--- src/rtl/fnd_scan_decoder_if.sv ---
// Signal bundle between an FND scan source (anodes/segments) and the scan decoder.
// The master drives the display lines; the slave reports decoded frames.
interface fnd_scan_decoder_if;
   logic [7:0]  seg_in;
   logic [3:0]  an_in;
   logic [13:0] value_out;
   logic [15:0] digits_out;
   logic        frame_valid;
   logic        seg_err;
   logic        timeout;

   modport master (
      output seg_in, an_in,
      input  value_out, digits_out, frame_valid, seg_err, timeout
   );

   modport slave (
      input  seg_in, an_in,
      output value_out, digits_out, frame_valid, seg_err, timeout
   );
endinterface

--- src/rtl/fnd_scan_decoder.sv ---
// Snoops a 4-digit multiplexed FND bus, decodes each settled digit back to BCD
// and converts a complete frame to a 14-bit binary value.
module fnd_scan_decoder #(
   parameter int unsigned SETTLE_CYC  = 16,
   parameter int unsigned TIMEOUT_CYC = 500_000
) (
   input logic               clk,
   input logic               reset,
   fnd_scan_decoder_if.slave fnd_io
);

   localparam int unsigned SW = $clog2(SETTLE_CYC + 1);
   localparam int unsigned TW = $clog2(TIMEOUT_CYC);
   localparam logic [SW-1:0] SettleMax = SW'(SETTLE_CYC);
   localparam logic [SW-1:0] SettleHit = SW'(SETTLE_CYC - 1);
   localparam logic [TW-1:0] ToLast    = TW'(TIMEOUT_CYC - 1);
   localparam logic [TW-1:0] ToFire    = TW'(TIMEOUT_CYC - 2);

   typedef enum logic [1:0] {StIdle, StCollect, StConvert, StDone} state_e;

   state_e          state_q, state_d;
   logic [6:0]      seg_meta_q, seg_sync_q;
   logic [3:0]      an_meta_q, an_sync_q, an_prev_q;
   logic [SW-1:0]   settle_q, settle_d;
   logic [3:0][3:0] slot_q, slot_d, conv_q, conv_d;
   logic [3:0]      got_q, got_d, ok_q, ok_d, got_base, ok_base;
   logic [TW-1:0]   tcnt_q, tcnt_d;
   logic [13:0]     acc_q, acc_d, acc_next, value_q, value_d;
   logic [15:0]     digits_q, digits_d;
   logic [1:0]      step_q, step_d, an_idx;
   logic [3:0]      dec_val;
   logic            fv_q, fv_d, err_q, err_d, to_q, to_d;
   logic            an_blank, stable, strobe, dec_ok, clear, drop, frame_start;

   always_comb begin
      an_blank = 1'b0;
      an_idx   = 2'd0;
      case (an_sync_q)
         4'b1110: an_idx = 2'd0;
         4'b1101: an_idx = 2'd1;
         4'b1011: an_idx = 2'd2;
         4'b0111: an_idx = 2'd3;
         default: an_blank = 1'b1;
      endcase
   end

   always_comb begin
      dec_ok  = 1'b1;
      dec_val = 4'd0;
      case (seg_sync_q)
         7'b1000000: dec_val = 4'd0;
         7'b1111001: dec_val = 4'd1;
         7'b0100100: dec_val = 4'd2;
         7'b0110000: dec_val = 4'd3;
         7'b0011001: dec_val = 4'd4;
         7'b0010010: dec_val = 4'd5;
         7'b0000010: dec_val = 4'd6;
         7'b1111000: dec_val = 4'd7;
         7'b0000000: dec_val = 4'd8;
         7'b0010000: dec_val = 4'd9;
         default:    dec_ok  = 1'b0;
      endcase
   end

   // Saturating at SETTLE_CYC guarantees a single strobe per anode activation.
   assign stable   = !an_blank && (an_sync_q == an_prev_q);
   assign strobe   = stable && (settle_q == SettleHit);
   assign settle_d = !stable ? '0 : (settle_q == SettleMax) ? settle_q : settle_q + 1'b1;

   // Digits are folded most-significant first: conv_q[3] is the thousands digit.
   assign acc_next = acc_q * 14'd10 + {10'd0, conv_q[2'd3 - step_q]};

   always_comb begin
      state_d  = state_q;
      clear    = 1'b0;
      drop     = 1'b0;
      acc_d    = acc_q;
      step_d   = step_q;
      conv_d   = conv_q;
      value_d  = value_q;
      digits_d = digits_q;
      fv_d     = 1'b0;
      to_d     = 1'b0;
      err_d    = strobe && !dec_ok;
      case (state_q)
         StIdle: if (strobe) state_d = StCollect;
         StCollect: begin
            if (got_q == 4'hF) begin
               clear = 1'b1;
               if (ok_q == 4'hF) begin
                  state_d = StConvert;
                  conv_d  = slot_q;
                  acc_d   = '0;
                  step_d  = '0;
               end else begin
                  state_d = StIdle;
               end
            end else if (tcnt_q >= ToFire) begin
               drop    = 1'b1;
               to_d    = 1'b1;
               state_d = StIdle;
            end
         end
         StConvert: begin
            acc_d  = acc_next;
            step_d = step_q + 2'd1;
            if (step_q == 2'd3) begin
               state_d  = StDone;
               value_d  = acc_next;
               digits_d = conv_q;
               fv_d     = 1'b1;
            end
         end
         StDone:  state_d = StIdle;
         default: state_d = StIdle;
      endcase

      got_base    = clear ? '0 : got_q;
      ok_base     = clear ? '0 : ok_q;
      frame_start = strobe && !drop && (got_base == '0);
      slot_d      = slot_q;
      got_d       = got_base;
      ok_d        = ok_base;
      if (drop) begin
         got_d = '0;
         ok_d  = '0;
      end else if (strobe) begin
         slot_d[an_idx] = dec_val;
         got_d[an_idx]  = 1'b1;
         ok_d[an_idx]   = dec_ok;
      end
      // Digits caught during CONVERT/DONE already belong to the next frame.
      if (state_d == StIdle && got_d != '0) state_d = StCollect;

      if (frame_start)                          tcnt_d = '0;
      else if (got_q != '0 && tcnt_q != ToLast) tcnt_d = tcnt_q + 1'b1;
      else                                      tcnt_d = tcnt_q;
   end

   always_ff @(posedge clk or negedge reset) begin
      if (!reset) begin
         seg_meta_q <= 7'h7F;
         seg_sync_q <= 7'h7F;
         an_meta_q  <= 4'hF;
         an_sync_q  <= 4'hF;
         an_prev_q  <= 4'hF;
         settle_q   <= '0;
         state_q    <= StIdle;
         slot_q     <= '0;
         conv_q     <= '0;
         got_q      <= '0;
         ok_q       <= '0;
         tcnt_q     <= '0;
         acc_q      <= '0;
         step_q     <= '0;
         value_q    <= '0;
         digits_q   <= '0;
         fv_q       <= 1'b0;
         err_q      <= 1'b0;
         to_q       <= 1'b0;
      end else begin
         seg_meta_q <= fnd_io.seg_in[6:0];
         seg_sync_q <= seg_meta_q;
         an_meta_q  <= fnd_io.an_in;
         an_sync_q  <= an_meta_q;
         an_prev_q  <= an_sync_q;
         settle_q   <= settle_d;
         state_q    <= state_d;
         slot_q     <= slot_d;
         conv_q     <= conv_d;
         got_q      <= got_d;
         ok_q       <= ok_d;
         tcnt_q     <= tcnt_d;
         acc_q      <= acc_d;
         step_q     <= step_d;
         value_q    <= value_d;
         digits_q   <= digits_d;
         fv_q       <= fv_d;
         err_q      <= err_d;
         to_q       <= to_d;
      end
   end

   assign fnd_io.value_out   = value_q;
   assign fnd_io.digits_out  = digits_q;
   assign fnd_io.frame_valid = fv_q;
   assign fnd_io.seg_err     = err_q;
   assign fnd_io.timeout     = to_q;

endmodule

--- src/flat_wrapper.sv ---
// flat-port wrapper written by rule: the top's interface ports become plain ports
module fnd_scan_decoder_flat 
#(
   parameter int unsigned SETTLE_CYC  = 16,
   parameter int unsigned TIMEOUT_CYC = 500_000
)
  (clk, reset, fnd_io_seg_in, fnd_io_an_in, fnd_io_value_out, fnd_io_digits_out, fnd_io_frame_valid, fnd_io_seg_err, fnd_io_timeout);
  fnd_scan_decoder_if fnd_io_i ();
  input logic clk;
  input logic reset;
  input wire logic [$bits(fnd_io_i.seg_in)-1:0] fnd_io_seg_in;
  input wire logic [$bits(fnd_io_i.an_in)-1:0] fnd_io_an_in;
  output wire logic [$bits(fnd_io_i.value_out)-1:0] fnd_io_value_out;
  output wire logic [$bits(fnd_io_i.digits_out)-1:0] fnd_io_digits_out;
  output wire logic [$bits(fnd_io_i.frame_valid)-1:0] fnd_io_frame_valid;
  output wire logic [$bits(fnd_io_i.seg_err)-1:0] fnd_io_seg_err;
  output wire logic [$bits(fnd_io_i.timeout)-1:0] fnd_io_timeout;
  assign fnd_io_i.seg_in = fnd_io_seg_in;
  assign fnd_io_i.an_in = fnd_io_an_in;
  assign fnd_io_value_out = fnd_io_i.value_out;
  assign fnd_io_digits_out = fnd_io_i.digits_out;
  assign fnd_io_frame_valid = fnd_io_i.frame_valid;
  assign fnd_io_seg_err = fnd_io_i.seg_err;
  assign fnd_io_timeout = fnd_io_i.timeout;
  fnd_scan_decoder #(.SETTLE_CYC(SETTLE_CYC), .TIMEOUT_CYC(TIMEOUT_CYC)) u_core (.clk(clk), .reset(reset), .fnd_io(fnd_io_i));
endmodule
--- config.mk ---
export PLATFORM = sky130hd
export DESIGN_NAME = fnd_scan_decoder_flat
export DESIGN_NICKNAME = d
export VERILOG_FILES = /design/src/rtl/fnd_scan_decoder_if.sv /design/src/rtl/fnd_scan_decoder.sv /design/src/flat_wrapper.sv
export SDC_FILE = /design/constraint.sdc
export NUM_CORES = 1
export LEC_CHECK = 0
export BUFFER_PORTS_ARGS = -buffer_cell sky130_fd_sc_hd__buf_2
export CAP_MARGIN = 20
export CORE_AREA = 2 2 127 129
export DETAILED_ROUTE_END_ITERATION = 8
export DIE_AREA = 0 0 129 131
export RECOVER_POWER = 100
export REMOVE_ABC_BUFFERS = 1
export SKIP_CTS_REPAIR_TIMING = 1
export SYNTH_ARGS = -nofsm -noshare
export SYNTH_HDL_FRONTEND = slang
export SYNTH_SLANG_ARGS = --single-unit
--- constraint.sdc ---
create_clock -name clk -period 3.7 [get_ports clk]
set_input_delay 0.185 -clock clk [delete_from_list [all_inputs] [get_ports clk]]
set_output_delay 0.185 -clock clk [all_outputs]
set_load 0.01 [all_outputs]
==> results.py <==
metrics = {
    "status": {
        "status": "finished, violations left",
        "violations": "max-capacitance violations, max-slew violations",
    },
    "routing": {
        "drc_errors": 0,
        "wirelength_mm": 12.90,
        "drt_iter0_markers": 259,
        "ant_nets": 0,
        "vias_per_cell": 5.136,
        "first_pass_iters": 5,
        "wl_per_cell_um": 14.61,
        "vias": 4535,
    },
    "logic_synthesis": {
        "synth_top_cell_by_area": "dfrtp_1",
        "synth.distinct_cells": 59,
        "syn_area_um2": 6704,
        "yosysWarnings": 0,
        "ys_ff_latch": 140,
        "syn_inst": 593,
        "ys.flop_type": "dfrtp_1",
        "synth_seq_area_share_pct": 52.74,
        "syn_area_per_cell_um2": 11.31,
        "synthArstFlopShare_pct": 100.0,
        "ys_top_cells_by_area": "dfrtp_1 (43%), dfstp_2 (10%), mux2_2 (7.2%)",
        "synth_top_area_share_pct": 42.55,
        "synth_edf_count": 0,
    },
    "clocking": {
        "clk_pin_slew_ps": 60,
        "clk_latency_ps": 420,
        "cts_made_buffers": 17,
        "htree_levels": 4,
        "cts.sinks": 140,
        "cts_tree": "yes",
        "cts.path.max_buffers": 2,
        "cts_root_buf": "clkbuf_16",
    },
    "global_routing": {
        "grt_max_degree": 77,
        "gr-usage-all-layers_pct": 17.08,
        "grt_overflow": 0,
        "grt_first_pass_wirelength_mm": 22.43,
        "grt_pass1_vias": 4663,
        "antenna_found_initial": 0,
    },
    "worst_setup_path": {
        "reg2reg_slack_ps": 530,
        "crit_slowest_cell": "or4_1",
        "reg2reg_to": "u_core.fnd_io.value_out[13]",
        "cp-end-kind": "flip-flop",
        "worst-path-buf-inv": 1,
        "crit_path_start_kind": "flip-flop",
        "startpoint": "u_core.acc_q[1]",
        "cp.depth": 11,
        "worstPathRequired_ps": 4050,
        "slowest_delay_ps": 510,
        "crit_end": "u_core.fnd_io.value_out[13]",
        "crit_fanout": 4,
        "cpLargestDelayFamily": "simple AND/OR/NAND/NOR gates",
        "cp_cell_sequence": "ha_1, ha_1, inv_1, fa_1, nand2b_1, a21oi_1, xnor2_1, nor4b_2, nand3_1, or4_1, nand3_1",
        "worst-setup-path-type": "flip-flop to flip-flop",
        "cp.arrival_ps": 3520,
        "r2r_start": "u_core.acc_q[1]",
        "rr_worst_depth": 11,
    },
    "power_and_ir_drop": {
        "pwr-share-seq_pct": 48.7,
        "power_frac_comb_pct": 2.0,
        "clkPwrFrac_pct": 49.3,
        "p_sw_share_pct": 21.86,
        "ir_drop_mv": 0.5443,
        "power_switching_uw": 706.2,
        "p_leak_uw": 0.003528,
        "power.internal_uw": 2525,
        "powerDensity_nw_per_um2": 417.7,
    },
    "cells_and_area": {
        "drive_above_1_share_pct": 17.39,
        "diodes": 0,
        "multi_input_area_um2": 2978,
        "syn2layout_area_growth_pct": 15.38,
        "fin_nets": 701,
        "nFillCells": 1411,
        "regArea_um2": 3536,
    },
    "sta": {
        "finalHoldViolCount": 0,
        "setup_tns_ps": 0,
        "min_period_over_period_pct": 85.62,
        "finalCriticalPeriod_ps": 3168,
        "slew_headroom_pct": -26.81,
        "maxSlewViolCount": 118,
        "fin_ws_ps": 532.1,
        "setup-violations-final": 0,
        "worst_slew_pin_slew_ps": 1902,
        "skew_ps": 6.657,
        "fmax_ghz": 0.3157,
        "rsz0062_at_grt": "no",
    },
    "place": {
        "placement.io_buffers": 45,
        "dp_slack_ps": 564.1,
        "place_congestion": 0.8409,
        "hpwl_mm": 9.049,
    },
    "floorplanning": {
        "core_area_um2": 15600,
        "ios": 47,
        "dieArea_um2": 16900,
        "dieWidth_um": 129,
        "num_rows": 46,
        "initial_utilization_pct": 42.98,
        "die_h_um": 131,
    },
    "min_path": {
        "min_from": "u_core.seg_meta_q[2]",
        "min_path_type": "flip-flop to flip-flop",
    },
    "job": {
        "maxCapViolations": 2,
    },
}
[power groups by stage]
stage | registers [uW] | logic (uW) | clock network, uW
after floorplan | 1600 | 18.8 | 0
after global placement | 1600 | 59.9 | 0
after detailed placement | 1600 | 61.4 | 0
after CTS | 1570 | 61.3 | 1650
after global routing | 1580 | 77.2 | 1710
final | 1570 | 66.1 | 1590
[metrics by stage]
step	hold slack [ps]	instance area, um^2	instances	utilization (%)	total power, uW
floorplan	-110.6	6604	573	-	1616
global placement	256.2	7143	839	45.80	1659
detailed placement	265.3	7143	839	45.80	1662
CTS	-186.0	7705	871	49.40	3281
global route	359.9	7735	883	49.59	3360
finish	354.6	7735	883	49.59	3231
[kinds of logic (layout without fill, tap and decap cells)]
logic type	count (synthesis)	after routing	share of synthesized area, %
AO/OA/AOI/OAI	90	90	8.362
XOR/XNOR	45	45	5.879
adder cells (fa/ha/maj)	33	33	6.383
buffers and inverters	37	111	2.445
flip-flops	140	140	52.74
multiplexers	52	52	9.537
AND/OR/NAND/NOR	196	196	14.65
[layout make-up]
class                   instances  share of cell area (%)
inverters                      17                  0.8250
repair buffers                 62                   4.206
clock inverters                13                   1.537
multi-input cells             416                   38.50
flip-flops and latches        140                   45.71
well taps                     216                   3.494
clock buffers                  19                   5.726
[worst min path at each step]
stage                                             end  depth (start not counted)
final                            u_core.seg_sync_q[2]                          0
after global routing             u_core.seg_sync_q[5]                          0
after CTS                 u_core.fnd_io.digits_out[1]                          1
after detailed placement             u_core.conv_q[5]                          1
after global placement               u_core.conv_q[5]                          1
after floorplan                       u_core.acc_q[0]                          0
[per-layer routing]
metal | part of all wire, % | up-vias | track usage [%]
met5 | 0 | - | 0
li1 | - | 2204 | -
met4 | 1.3 | 0 | 5.627
met2 | 49 | 59 | 28.17
met1 | 47 | 2259 | 21.87
met3 | 3.0 | 13 | 4.886
[worst register-to-register path: stages, from the launching register on]
cell and delay (ps):
dfrtp_1 410, ha_1 300, ha_1 160, inv_1 60, fa_1 380, nand2b_1 180, a21oi_1 260, xnor2_1 160
nor4b_2 390, nand3_1 210, or4_1 510, nand3_1 80
[cells in the mapped netlist, types with 17 or more instances]
cell type / instances
dfrtp_1: 114
nand2_1: 62
nor2_1: 46
mux2_2: 43
o21ai_0: 32
ha_1: 31
dfstp_2: 26
xnor2_1: 24
nand3_1: 22
xor2_1: 21
a21oi_1: 20
inv_1: 17
[placed cells by master (no fill, tap or decap), types with 5 or more instances in the layout]
cell type and count:
dfrtp_1 114, nand2_1 62, nor2_1 46, mux2_2 42, clkbuf_1 37, o21ai_0 33, ha_1 31, xnor2_1 24
nand3_1 22, dfstp_2 22, xor2_1 21, a21oi_1 20, inv_1 17, clkbuf_16 17, dlygate4sd3_1 12, buf_2 11
and3_1 9, o31ai_1 8, nor3_1 7, a21o_1 7, or4_1 6, nand4_1 6, a31oi_1 6, nand2b_1 5
[registers in the layout (all words and copies together), names as in the netlist, 5 cells and up]
| signal | count |
|---|---|
| u_core.fnd_io.digits_out | 16 |
| u_core.slot_q | 16 |
| u_core.conv_q | 16 |
| u_core.seg_sync_q | 7 |
| u_core.acc_q | 13 |
| u_core.tcnt_q | 19 |
| u_core.settle_q | 5 |
| u_core.seg_meta_q | 7 |
| u_core.fnd_io.value_out | 14 |
Note: power is estimated with default switching activity, not from simulation.
